==> src/rtl/vga_scan_compositor_pkg.sv <==
// ---------------------------------------------------------------------------
// vga_scan_compositor_pkg
//
// Shared video package for the scan source, the compositor and the overlay
// generators. Holds the default 640x480@60 timing constants, the 6-bit
// RRGGBB colour type, the transparent key code and a few named colours.
//
// Ports: none (package).
// ---------------------------------------------------------------------------
package vga_scan_compositor_pkg;

    // 6-bit colour, two bits per channel, RRGGBB
    typedef logic [5:0] color_t;

    // Raster coordinate / counter width
    typedef logic [9:0] coord_t;

    // Default horizontal timing (pixels)
    localparam int VGA_H_VISIBLE = 640;
    localparam int VGA_H_FRONT   = 16;
    localparam int VGA_H_SYNC    = 96;
    localparam int VGA_H_BACK    = 48;
    localparam int VGA_H_TOTAL   = VGA_H_VISIBLE + VGA_H_FRONT + VGA_H_SYNC + VGA_H_BACK;

    // Default vertical timing (lines)
    localparam int VGA_V_VISIBLE = 480;
    localparam int VGA_V_FRONT   = 10;
    localparam int VGA_V_SYNC    = 2;
    localparam int VGA_V_BACK    = 33;
    localparam int VGA_V_TOTAL   = VGA_V_VISIBLE + VGA_V_FRONT + VGA_V_SYNC + VGA_V_BACK;

    // Code an overlay returns when it has nothing to draw at a pixel
    localparam color_t VGA_KEY_COLOR = 6'b100001;

    // Named colours
    localparam color_t COLOR_BLACK = 6'b000000;
    localparam color_t COLOR_WHITE = 6'b111111;

    // Final pixel choice: blank outside the visible area, otherwise the
    // overlay unless it returned the key code, in which case the background.
    function automatic color_t key_select(input logic   active,
                                          input color_t overlay,
                                          input color_t bg,
                                          input color_t key);
        color_t result;
        if (!active) begin
            result = COLOR_BLACK;
        end else if (overlay == key) begin
            result = bg;
        end else begin
            result = overlay;
        end
        return result;
    endfunction

endpackage

==> src/rtl/vga_timing_counter.sv <==
// ---------------------------------------------------------------------------
// vga_timing_counter
//
// Free-running horizontal/vertical raster counters with the decodes that
// hang directly off them. Everything decoded here is a pure function of the
// counter registers, so downstream logic sees no combinational input path.
//
// Ports:
//   clk          in   pixel clock
//   rst          in   synchronous active-high reset
//   ena          in   advance enable; low holds counters and frame_count
//   h_count      out  current column
//   v_count      out  current row
//   active       out  inside the visible area
//   frame_start  out  high while (h,v) == (0,0)
//   hsync_n      out  unregistered active-low hsync decode
//   vsync_n      out  unregistered active-low vsync decode
//   frame_count  out  completed frames, wraps 255 -> 0
// ---------------------------------------------------------------------------
module vga_timing_counter
    import vga_scan_compositor_pkg::*;
#(
    parameter int H_VISIBLE = VGA_H_VISIBLE,
    parameter int H_FRONT   = VGA_H_FRONT,
    parameter int H_SYNC    = VGA_H_SYNC,
    parameter int H_BACK    = VGA_H_BACK,
    parameter int V_VISIBLE = VGA_V_VISIBLE,
    parameter int V_FRONT   = VGA_V_FRONT,
    parameter int V_SYNC    = VGA_V_SYNC,
    parameter int V_BACK    = VGA_V_BACK
) (
    input  logic       clk,
    input  logic       rst,
    input  logic       ena,
    output coord_t     h_count,
    output coord_t     v_count,
    output logic       active,
    output logic       frame_start,
    output logic       hsync_n,
    output logic       vsync_n,
    output logic [7:0] frame_count
);

    localparam int H_TOTAL = H_VISIBLE + H_FRONT + H_SYNC + H_BACK;
    localparam int V_TOTAL = V_VISIBLE + V_FRONT + V_SYNC + V_BACK;

    // Boundaries pre-sized to the counter width so every compare is 10-bit unsigned
    localparam coord_t H_LAST     = coord_t'(H_TOTAL - 1);
    localparam coord_t V_LAST     = coord_t'(V_TOTAL - 1);
    localparam coord_t H_VIS_END  = coord_t'(H_VISIBLE);
    localparam coord_t V_VIS_END  = coord_t'(V_VISIBLE);
    localparam coord_t HS_FIRST   = coord_t'(H_VISIBLE + H_FRONT);
    localparam coord_t HS_LAST    = coord_t'(H_VISIBLE + H_FRONT + H_SYNC - 1);
    localparam coord_t VS_FIRST   = coord_t'(V_VISIBLE + V_FRONT);
    localparam coord_t VS_LAST    = coord_t'(V_VISIBLE + V_FRONT + V_SYNC - 1);

    // Raster walk: h steps every enabled cycle, v steps when h wraps, and the
    // frame counter steps on the single edge where both wrap together.
    // Reset wins over ena so a mid-frame reset always restarts at (0,0).
    always_ff @(posedge clk) begin
        if (rst) begin
            h_count     <= '0;
            v_count     <= '0;
            frame_count <= '0;
        end else if (ena) begin
            if (h_count == H_LAST) begin
                h_count <= '0;
                if (v_count == V_LAST) begin
                    v_count     <= '0;
                    frame_count <= frame_count + 8'd1;
                end else begin
                    v_count <= v_count + 10'd1;
                end
            end else begin
                h_count <= h_count + 10'd1;
            end
        end
    end

    assign active      = (h_count < H_VIS_END) && (v_count < V_VIS_END);
    assign frame_start = (h_count == '0) && (v_count == '0);
    assign hsync_n     = !((h_count >= HS_FIRST) && (h_count <= HS_LAST));
    assign vsync_n     = !((v_count >= VS_FIRST) && (v_count <= VS_LAST));

endmodule

==> src/rtl/vga_scan_compositor.sv <==
// ---------------------------------------------------------------------------
// vga_scan_compositor
//
// Raster scan source and final pixel stage. The timing counter drives x, y
// and active out to the overlay generators; their same-cycle colour comes
// back in, is keyed against the background and registered together with
// the sync decodes so rgb_out, hsync_out and vsync_out all describe the
// same counter cycle, one clock later.
//
// Ports:
//   clk          in   pixel clock
//   rst          in   synchronous active-high reset
//   ena          in   advance enable; low freezes all state
//   x, y         out  current column / row
//   active       out  inside the visible area
//   overlay_rgb  in   overlay colour for current x,y
//   bg_rgb       in   background colour for current x,y
//   rgb_out      out  registered pixel colour
//   hsync_out    out  registered active-low hsync
//   vsync_out    out  registered active-low vsync
//   frame_start  out  high while the counters sit at (0,0)
//   frame_count  out  completed-frame counter
// ---------------------------------------------------------------------------
module vga_scan_compositor
    import vga_scan_compositor_pkg::*;
#(
    parameter int     H_VISIBLE = VGA_H_VISIBLE,
    parameter int     H_FRONT   = VGA_H_FRONT,
    parameter int     H_SYNC    = VGA_H_SYNC,
    parameter int     H_BACK    = VGA_H_BACK,
    parameter int     V_VISIBLE = VGA_V_VISIBLE,
    parameter int     V_FRONT   = VGA_V_FRONT,
    parameter int     V_SYNC    = VGA_V_SYNC,
    parameter int     V_BACK    = VGA_V_BACK,
    parameter color_t KEY_COLOR = VGA_KEY_COLOR
) (
    input  logic       clk,
    input  logic       rst,
    input  logic       ena,
    output logic [9:0] x,
    output logic [9:0] y,
    output logic       active,
    input  logic [5:0] overlay_rgb,
    input  logic [5:0] bg_rgb,
    output logic [5:0] rgb_out,
    output logic       hsync_out,
    output logic       vsync_out,
    output logic       frame_start,
    output logic [7:0] frame_count
);

    logic hsync_n;
    logic vsync_n;

    vga_timing_counter #(
        .H_VISIBLE (H_VISIBLE),
        .H_FRONT   (H_FRONT),
        .H_SYNC    (H_SYNC),
        .H_BACK    (H_BACK),
        .V_VISIBLE (V_VISIBLE),
        .V_FRONT   (V_FRONT),
        .V_SYNC    (V_SYNC),
        .V_BACK    (V_BACK)
    ) u_timing (
        .clk         (clk),
        .rst         (rst),
        .ena         (ena),
        .h_count     (x),
        .v_count     (y),
        .active      (active),
        .frame_start (frame_start),
        .hsync_n     (hsync_n),
        .vsync_n     (vsync_n),
        .frame_count (frame_count)
    );

    // Output stage: colour and both syncs are captured on the same enabled
    // edge, which keeps them aligned to one counter cycle. Holding on !ena
    // means a stall repeats nothing and skips nothing downstream.
    always_ff @(posedge clk) begin
        if (rst) begin
            rgb_out   <= COLOR_BLACK;
            hsync_out <= 1'b1;
            vsync_out <= 1'b1;
        end else if (ena) begin
            rgb_out   <= key_select(active, overlay_rgb, bg_rgb, KEY_COLOR);
            hsync_out <= hsync_n;
            vsync_out <= vsync_n;
        end
    end

endmodule

==> config.mk <==
export PLATFORM = sky130hd
export DESIGN_NAME = vga_scan_compositor
export DESIGN_NICKNAME = d
export VERILOG_FILES = /design/src/rtl/vga_scan_compositor_pkg.sv /design/src/rtl/vga_timing_counter.sv /design/src/rtl/vga_scan_compositor.sv
export SDC_FILE = /design/constraint.sdc
export NUM_CORES = 1
export LEC_CHECK = 0
export ABC_AREA = 1
export BUFFER_PORTS_ARGS = -buffer_cell sky130_fd_sc_hd__buf_4
export CORE_MARGIN = 2
export CORE_UTILIZATION = 25
export DETAILED_ROUTE_END_ITERATION = 6
export PLACE_DENSITY_LB_ADDON = 0.12
export SLEW_MARGIN = 20
export SYNTH_ARGS = -nofsm -noshare
export SYNTH_HDL_FRONTEND = slang
export SYNTH_SLANG_ARGS = --single-unit
==> constraint.sdc <==
create_clock -name clk -period 1.7 [get_ports clk]
set_input_delay 0.17 -clock clk [delete_from_list [all_inputs] [get_ports clk]]
set_output_delay 0.17 -clock clk [all_outputs]
set_load 0.02 [all_outputs]
==> results.ini <==
[final_layout]
layout_commonest_cell = nand2_1
final_nets = 398
stdcell_area_sq_um = 2770
diodes = 0
mostFrequentLayoutCells = nand2_1 (72), buf_4 (61), nor2_1 (54)
syn_to_final_growth_pct = 39.3
drive_above_1_share_pct = 26.7

[grt]
grt_pass1_vias = 1985
grt_max_degree = 14
track_usage_pct = 13.7
grt_overflow = 0
antenna_found_initial = 0
grt_pass1_wl_mm = 9.37

[worst_setup_path]
cp-end-kind = primary output
crit_path_start_kind = flop
r2r_end = u_timing.v_count[2]$_SDFFE_PP0P_
r2r_cells = 8
startpoint = u_timing.h_count[1]$_SDFFE_PP0P_
path_class = reg -> out
worstPathRequired_ps = 1530
crit_fanout = 3
critical_path_arrival_ps = 1440
rrSetupSlack_ps = 150
r2r_start = u_timing.h_count[0]$_SDFFE_PP0P_
crit_end = frame_start

[sta]
worst_pin_slew_ps = 435
rsz0062_at_grt = yes
post-route-period-util_pct = 94.8
skew_ps = 14.1
period_needed_ps = 1610
slew-limit-headroom_pct = 70.8
holdWs_ps = 118
hold_violations = 0
finalWorstSetupSlack_ps = 88.5
setup-violations-final = 0
drv_slew = 0
clock.fmax_mhz = 621

[place]
placed_cell_area_sq_um = 2540
io_buffers = 52
hpwlAfterDp_mm = 4.37
dp_slack_ps = 36.2
place_congestion = 0.835

[synth]
synth_xor_area_share_pct = 0.441
ys_seq_area_share_pct = 36.3
muxShareOfSynthArea_pct = 0
yosysUniqueCellTypes = 24
synth-simple-area-share_pct = 40.2
syn_area_sq_um = 1990
post-synth-top-area-cell = dfxtp_1
synthesis.nets = 330
synth_compound_area_share_pct = 9.70
synth_top_family_by_area = simple AND/OR/NAND/NOR gates
yosys.area_share.adder_pct = 3.78
synth-seq-cells = 36
synthTopCellsByArea = dfxtp_1 (36%), nand2_1 (14%), nor2_1 (11%)
synthDominantCellAreaShare_pct = 36.3
ys_warn_count = 0
netlist_instances = 309
syn_area_per_cell_sq_um = 6.43

[die]
rows = 32
die_h_um = 93.2
ios = 53
initial_core_util_pct = 25.7
die_area_sq_um = 8680
die_w_um = 93.2
core_area_sq_um = 7730

[cts]
cts_root_buffer = clkbuf_8
cts_hold_buffers = 0
clk_pin_slew_worst_paths_ps = 80
clock_latency_ps = 300
cts_buffers = 5
cts.sinks = 36
clockBufferDepth = 2
htreeDepth = 2
cts_tree = built

[route]
vias = 2085
drc = 0
first_iter_violations = 100
wl_per_cell_um = 12.0
drt_pass1_iterations = 4
vias_per_cell = 4.34
wl_mm = 5.74
antenna_left = 0

[power]
p_per_area_nw_per_um2 = 661
peakVddDrop_mv = 0.296
p_leak_nw = 1.31

[flow_run]
drv_cap = 0

[status]
outcome = complete, no violations

[min_path]
holdCritPathClass = in -> reg

==> report_power, final <==
part	switching (W)	internal (W)	total, W
clock network	0.000345	0.000436	0.000781
registers	0.0000104	0.000858	0.000868
logic	0.0000954	0.0000856	0.000181
==> cell usage after synthesis, drive strengths merged <==
| cell | instances |
|---|---|
| nand2 | 77 |
| nor2 | 64 |
| inv | 49 |
| dfxtp | 36 |
| a21oi | 19 |
| nand3 | 19 |
| o21ai | 12 |
| nor3 | 7 |
| ha | 6 |
| nand4 | 6 |
| o21bai | 4 |
| nand3b | 3 |
| clkbuf | 2 |
| a211oi | 1 |
| and3 | 1 |
| nor3b | 1 |
| nor4 | 1 |
| xor2 | 1 |
==> logic make-up after synthesis <==
kind of cell	count (synthesis)
buffers and inverters	51
flip-flops	36
AND/OR/NAND/NOR	179
AO/OA/AOI/OAI	36
adder cells (fa/ha/maj)	6
XOR/XNOR	1
==> sequential cells by signal (all words and copies together) (netlist names) <==
signal	cells
hsync_out	1
rgb_out	6
u_timing.frame_count	8
u_timing.h_count	10
u_timing.v_count	10
vsync_out	1
==> per-layer routing <==
metal | global-route usage (%) | wire length (um)
met5 | 0 | 0
met4 | 4.78 | 118
met3 | 3.79 | 372
met2 | 21.4 | 2520
met1 | 18.2 | 2730
==> critical path, cell delays in order (launching register included) <==
cell     delay [ps]
dfxtp_2         330
buf_6           120
inv_4            60
ha_4            130
nand4_1          90
nor4_2          240
buf_4           180
==> area by class of cell <==
type	count	area, sq um
fill	847	4960
sequential	36	727
inverter	49	186
tap	102	128
timing repair buffer	62	469
multi-input combinational	223	1150
clock inverter	2	35.0
clock buffer	6	72.6
==> how the worst min path moves through the flow <==
stage	startpoint	endpoint	slack, ps	cells past startpoint
3_5_place_dp	ena	hsync_out$_SDFFE_PP1P_	420	3
6_report	ena	hsync_out$_SDFFE_PP1P_	120	3
4_1_cts	ena	hsync_out$_SDFFE_PP1P_	110	3
3_3_place_gp	ena	hsync_out$_SDFFE_PP1P_	420	3
2_1_floorplan	ena	hsync_out$_SDFFE_PP1P_	270	2
5_1_grt	ena	hsync_out$_SDFFE_PP1P_	130	3
==> stage by stage <==
stage | setup TNS, ps | utilization (%) | std cells | power (W)
after floorplan | 0 | - | 309 | 0.000970
after global placement | 0 | 32.9 | 467 | 0.00105
after detailed placement | 0 | 32.9 | 467 | 0.00105
after CTS | 0 | 34.4 | 475 | 0.00183
after global routing | -21.4 | 35.8 | 480 | 0.00190
final | 0 | 35.8 | 480 | 0.00183
==> repair_timing <==
| action | in CTS | in global routing |
|---|---|---|
| cloned | 0 | 1 |
| resized for setup | 1 | 23 |
| buffers inserted | 0 | 4 |
| pin swaps | 1 | 5 |
| setup endpoints to repair | 1 | 17 |
Power figures use the tool's default switching activity.
